===== src/rtl/retire_perf_monitor.sv =====
`default_nettype none
// ============================================================================
// retire_perf_monitor: cycle/instruction counters, hang watchdog, retired-PC trace FIFO
// Rev 1.0
// ============================================================================
module retire_perf_monitor #(
  parameter int RETIRE_PORTS = 2,
  parameter int PC_WIDTH     = 64,
  parameter int CNT_WIDTH    = 64,
  parameter int TIMEOUT      = 1024,
  parameter int TRACE_DEPTH  = 16,
  parameter int DROP_WIDTH   = 16
) (
  input  logic                             io_axiClk,
  input  logic                             io_asyncResetn,
  input  logic                             io_enable,
  input  logic                             io_clear,
  input  logic [RETIRE_PORTS-1:0]          io_retire_valid,
  input  logic [RETIRE_PORTS*PC_WIDTH-1:0] io_retire_pc,
  output logic [CNT_WIDTH-1:0]             io_cycleCnt,
  output logic [CNT_WIDTH-1:0]             io_instrCnt,
  output logic                             io_hang,
  output logic                             io_trace_valid,
  input  logic                             io_trace_ready,
  output logic [PC_WIDTH-1:0]              io_trace_pc,
  output logic [DROP_WIDTH-1:0]            io_trace_drop
);

  localparam int IDLE_W = $clog2(TIMEOUT + 1);
  localparam int ADDR_W = $clog2(TRACE_DEPTH);
  localparam int PTR_W  = ADDR_W + 1;
  localparam int LANE_W = $clog2(RETIRE_PORTS + 1);

  logic [CNT_WIDTH-1:0]  cycle_q, cycle_d;
  logic [CNT_WIDTH-1:0]  instr_q, instr_d;
  logic [IDLE_W-1:0]     idle_q, idle_d;
  logic                  hang_q, hang_d;
  logic [DROP_WIDTH-1:0] drop_q, drop_d;
  logic [PTR_W-1:0]      wr_ptr_q, wr_ptr_d;
  logic [PTR_W-1:0]      rd_ptr_q, rd_ptr_d;
  logic [PC_WIDTH-1:0]   mem_q [TRACE_DEPTH];

  logic [PTR_W-1:0]        occ;
  logic [PTR_W-1:0]        free;
  logic [PTR_W-1:0]        npush;
  logic [PTR_W-1:0]        slot;
  logic [LANE_W-1:0]       nvalid;
  logic [LANE_W-1:0]       ndrop;
  logic [RETIRE_PORTS-1:0] wr_en;
  logic [ADDR_W-1:0]       wr_addr [RETIRE_PORTS];
  logic [DROP_WIDTH:0]     drop_sum;
  logic                    pop;

  assign occ            = wr_ptr_q - rd_ptr_q;
  assign free           = PTR_W'(TRACE_DEPTH) - occ;
  assign io_trace_valid = (occ != '0);
  assign pop            = io_trace_valid && io_trace_ready;
  assign io_trace_pc    = io_trace_valid ? mem_q[rd_ptr_q[ADDR_W-1:0]] : '0;

  // Lanes claim free slots in ascending order; room freed by a same-cycle pop is not reused.
  always_comb begin
    nvalid = '0;
    npush  = '0;
    ndrop  = '0;
    slot   = '0;
    wr_en  = '0;
    for (int i = 0; i < RETIRE_PORTS; i++) begin
      wr_addr[i] = '0;
      if (io_enable && io_retire_valid[i]) begin
        nvalid = nvalid + LANE_W'(1);
        if (npush < free) begin
          slot       = wr_ptr_q + npush;
          wr_en[i]   = 1'b1;
          wr_addr[i] = slot[ADDR_W-1:0];
          npush      = npush + PTR_W'(1);
        end else begin
          ndrop = ndrop + LANE_W'(1);
        end
      end
    end
  end

  always_comb begin
    cycle_d  = io_enable ? cycle_q + CNT_WIDTH'(1) : cycle_q;
    instr_d  = instr_q + CNT_WIDTH'(nvalid);
    idle_d   = idle_q;
    if (io_enable) begin
      if (|io_retire_valid)              idle_d = '0;
      else if (idle_q != IDLE_W'(TIMEOUT)) idle_d = idle_q + IDLE_W'(1);
    end
    hang_d   = hang_q | (idle_d == IDLE_W'(TIMEOUT));
    drop_sum = {1'b0, drop_q} + (DROP_WIDTH + 1)'(ndrop);
    drop_d   = drop_sum[DROP_WIDTH] ? '1 : drop_sum[DROP_WIDTH-1:0];
    wr_ptr_d = wr_ptr_q + npush;
    rd_ptr_d = rd_ptr_q + PTR_W'(pop);
  end

  always_ff @(posedge io_axiClk or negedge io_asyncResetn) begin
    if (!io_asyncResetn) begin
      cycle_q  <= '0;
      instr_q  <= '0;
      idle_q   <= '0;
      hang_q   <= 1'b0;
      drop_q   <= '0;
      wr_ptr_q <= '0;
      rd_ptr_q <= '0;
    end else if (io_clear) begin
      cycle_q  <= '0;
      instr_q  <= '0;
      idle_q   <= '0;
      hang_q   <= 1'b0;
      drop_q   <= '0;
      wr_ptr_q <= '0;
      rd_ptr_q <= '0;
    end else begin
      cycle_q  <= cycle_d;
      instr_q  <= instr_d;
      idle_q   <= idle_d;
      hang_q   <= hang_d;
      drop_q   <= drop_d;
      wr_ptr_q <= wr_ptr_d;
      rd_ptr_q <= rd_ptr_d;
    end
  end

  // Storage needs no reset: entries are only observable between the pointers.
  always_ff @(posedge io_axiClk) begin
    for (int i = 0; i < RETIRE_PORTS; i++) begin
      if (wr_en[i]) mem_q[wr_addr[i]] <= io_retire_pc[i*PC_WIDTH +: PC_WIDTH];
    end
  end

  assign io_cycleCnt   = cycle_q;
  assign io_instrCnt   = instr_q;
  assign io_hang       = hang_q;
  assign io_trace_drop = drop_q;

endmodule
`default_nettype wire


===== config.mk =====
export PLATFORM = sky130hd
export DESIGN_NAME = retire_perf_monitor
export DESIGN_NICKNAME = d
export VERILOG_FILES = /design/src/rtl/retire_perf_monitor.sv
export SDC_FILE = /design/constraint.sdc
export NUM_CORES = 2
export LEC_CHECK = 0
export BUFFER_PORTS_ARGS = -buffer_cell sky130_fd_sc_hd__buf_2
export CAP_MARGIN = 20
export CORE_ASPECT_RATIO = 1.75
export CORE_MARGIN = 4
export CORE_UTILIZATION = 62
export CTS_CLUSTER_DIAMETER = 40
export CTS_CLUSTER_SIZE = 12
export DETAILED_ROUTE_END_ITERATION = 8
export PLACE_DENSITY = 0.84
export SLEW_MARGIN = 5
export SYNTH_ARGS = -nofsm -noshare
export SYNTH_HDL_FRONTEND = slang
export SYNTH_SLANG_ARGS = --single-unit

===== constraint.sdc =====
create_clock -name io_axiClk -period 8.95 [get_ports io_axiClk]
set_clock_uncertainty 0.2 [all_clocks]
set_input_delay 1.79 -clock io_axiClk [delete_from_list [all_inputs] [get_ports io_axiClk]]
set_output_delay 1.79 -clock io_axiClk [all_outputs]
set_load 0.02 [all_outputs]

==> flow_summary.ini <==
[sta]
rsz0062_at_grt = false
setup_violations = 0
setup_tns_ps = 0
setup_ws_ps = 1605
whs_ps = 288.0
tightest_slew_ps = 1267
fmax_mhz = 136.2
final-max-slew-violation-count = 0
hold_violations = 0
period_share = 0.8206
period_needed_ps = 7345
slew_headroom = 0.1487

[placed_design]
routabilityCongestion = 0.8772
portBuffers = 344
hpwlAfterDp_um = 95750
pre_cts_slack_ps = 1735

[routing]
vias_per_cell = 6.874
vias = 39140
postRouteWirelength_um = 167300
wl_per_cell_um = 29.39
dr.first_iter.drc_count = 3967
post-route-drc-count = 0
ant_nets = 0
drt_pass1_iterations = 8

[layout]
final_cell_mix = 1,024 x edfxtp_1, 683 x mux2_2, 343 x mux2_1, 342 x buf_2, 258 x mux2i_1
layout_commonest_cell = edfxtp_1
final_nets = 4460
area_growth_pct = 10.00
drive_above_1_share = 0.3285
nFillCells = 6557

[floorplan]
io_pins = 345
fp.dieW_um = 245.6
chipHeight_um = 423.8
rows = 152
die_area_mm2 = 0.1041
start_util = 0.6241
fp.coreArea_mm2 = 0.09813

[synth]
synth_top_cell_by_area = edfxtp_1
synth_top_area_share = 0.5021
netlist_instances = 4168
syn_area_per_cell_um2 = 14.69
yosysUniqueCellTypes = 58
synth_nets = 4328
synthTopCellsByArea = edfxtp_1 50%, mux2_2 13%, dfrtp_1 6.8%, mux2_1 6.3%, mux4_2 4.7%
synth_edf_count = 1024
synth-seq-cells = 1190
synth.yosys.seq_area_share = 0.5699
syn-cell-area_mm2 = 0.06124
yosysWarnings = 0
ys.flop_type = edfxtp_1
ys_async_sr_fraction = 0.1395

[cts]
clk_path_buf_depth = 3
cts_tree = built
clockRootBuffer = clkbuf_16
cts_setup_buffers = 0
cts_resized = 0
htreeDepth = 3
clk_pin_slew_ps = 60
holdBufCountCts = 0
cts_sinks = 1190
numCtsBuffers = 120
clk_latency_ps = 750

[worst_setup_path]
r2r_cells = 15
crit_type = reg -> reg
r2r_end = mem_q[6][49]
worstPathArrival_ps = 7620
reg2reg_slack_ps = 1610
startpoint_type = flop
cp-startpoint = rd_ptr_q[2]
end_kind = flop
required_ps = 9230
max_stage_delay_ps = 880
r2r-start = rd_ptr_q[2]
slowest_stage = and3_2
worstPathCellList = inv_4, ha_1, and3b_1, a211oi_2, xnor3_2, and3_2, nor2_1, ha_1, nand3_1, xor2_1, nand3_1, a21oi_4, buf_4, buf_4, mux2_2
worstPathMaxFanout = 42

[global_routing]
antenna_found_initial = 24
grt_overflow_total = 0
grt_pass1_vias = 40420
grt_max_degree = 119
grt_use_total = 0.3152
grt_pass1_wl_um = 249300

[power]
powerDensity_mw_per_mm2 = 242.2
irDropWorstVdd_mv = 0.3029
power_w = 0.01631
leakage_nw = 22.76

[min_path]
holdCritPathClass = reg -> reg
hp-start = io_hang
holdPathEnd = io_hang
hold_depth = 2

[outcome]
status = finished, final reports clean

[run]
maxCapViolations = 0
-- report_power, final --
part	leakage, nW	internal, W	total (W)	switching (W)
combinational	9.48	0.00182	0.00495	0.00313
clock	1.73	0.00257	0.00471	0.00214
sequential	11.6	0.00649	0.00666	0.000163
total	22.8	0.0109	0.0163	0.00543
-- final cells by class --
cell class / instances / area, um^2 / area share
clock inverters: 31 / 346.6 / 0.005145
diodes: 20 / 50.05 / 0.0007429
repair buffers: 415 / 2536 / 0.03765
inverters: 36 / 140.1 / 0.002080
well taps: 1309 / 1638 / 0.02431
clock buffers: 156 / 3211 / 0.04766
multi-input cells: 2537 / 24530 / 0.3641
flip-flops and latches: 1190 / 34910 / 0.5183
-- cell families (layout without fill, tap and decap cells) --
family                     after synthesis  count (layout)  synth area share
AOI/OAI and AO/OA                      465             465           0.04987
xor gates and xnor gates                95              95           0.01408
adders and majority gates               25              25          0.005598
buffers and inverters                  441             638           0.03600
DFF                                   1190            1190            0.5699
muxes                                 1412            1412            0.2779
other                                    0              20                 0
and+or+nand+nor                        540             540           0.04664
-- synthesized netlist by cell type, types with 3 or more instances --
cell / count
o31ai_1: 25
nor2b_1: 12
or3_1: 63
or4_1: 25
o21ai_0: 49
nand4_1: 53
mux4_2: 128
xnor2_1: 47
dfrtp_1: 166
or2_2: 8
and2_1: 6
edfxtp_1: 1024
nor4_1: 7
inv_1: 36
a21oi_1: 163
nand2b_1: 3
mux2_1: 343
ha_1: 21
buf_2: 28
buf_4: 45
mux2i_1: 258
o221ai_1: 129
mux2_2: 683
fa_1: 4
and4_1: 7
xor2_1: 46
a31oi_1: 4
nand2_1: 62
clkbuf_1: 246
o21bai_1: 17
buf_1: 40
nand3_1: 69
nor2_1: 107
o22ai_1: 64
a21o_1: 3
nor3_1: 88
buf_6: 46
and3_1: 18
-- worst max-delay path, delay by kind of cell (launching register included) --
kind            cells  cell delay, ps
xor+xnor            2            1380
buf+inv             3            1770
simple gates        5            1550
mux                 1             420
fa+ha+maj           2             680
compound gates      2             440
flops               1             500
-- worst max-delay path by stage --
stage,end,depth (start not counted)
floorplan,mem_q[5][0],22
global route,mem_q[9][35],15
finish,mem_q[6][49],15
CTS,mem_q[5][42],15
detailed placement,mem_q[6][49],15
global placement,mem_q[9][63],15
-- state kept, by name, summed over array words and instances (netlist names) --
signal	count
io_instrCnt	64
mem_q	1024
io_hang	1
rd_ptr_q	5
idle_q	11
wr_ptr_q	5
io_cycleCnt	64
io_trace_drop	16
-- through the flow --
step                  util  cell area (um^2)  std cells
global route        0.6862             67340       5682
finish              0.6865             67370       5694
CTS                 0.6855             67270       5672
floorplan                -             61240       4168
detailed placement  0.6492             63710       5485
global placement    0.6485             63640       5482
-- layer usage --
metal | global-route usage | vias up | share of wire
met3 | 0.06322 | 605 | 0.090
met2 | 0.5489 | 2134 | 0.51
met1 | 0.3692 | 19770 | 0.34
met4 | 0.1644 | 6 | 0.059
met5 | 0 | - | 0.00020
li1 | - | 16630 | -
No activity file was read; power rests on OpenSTA's default activity.
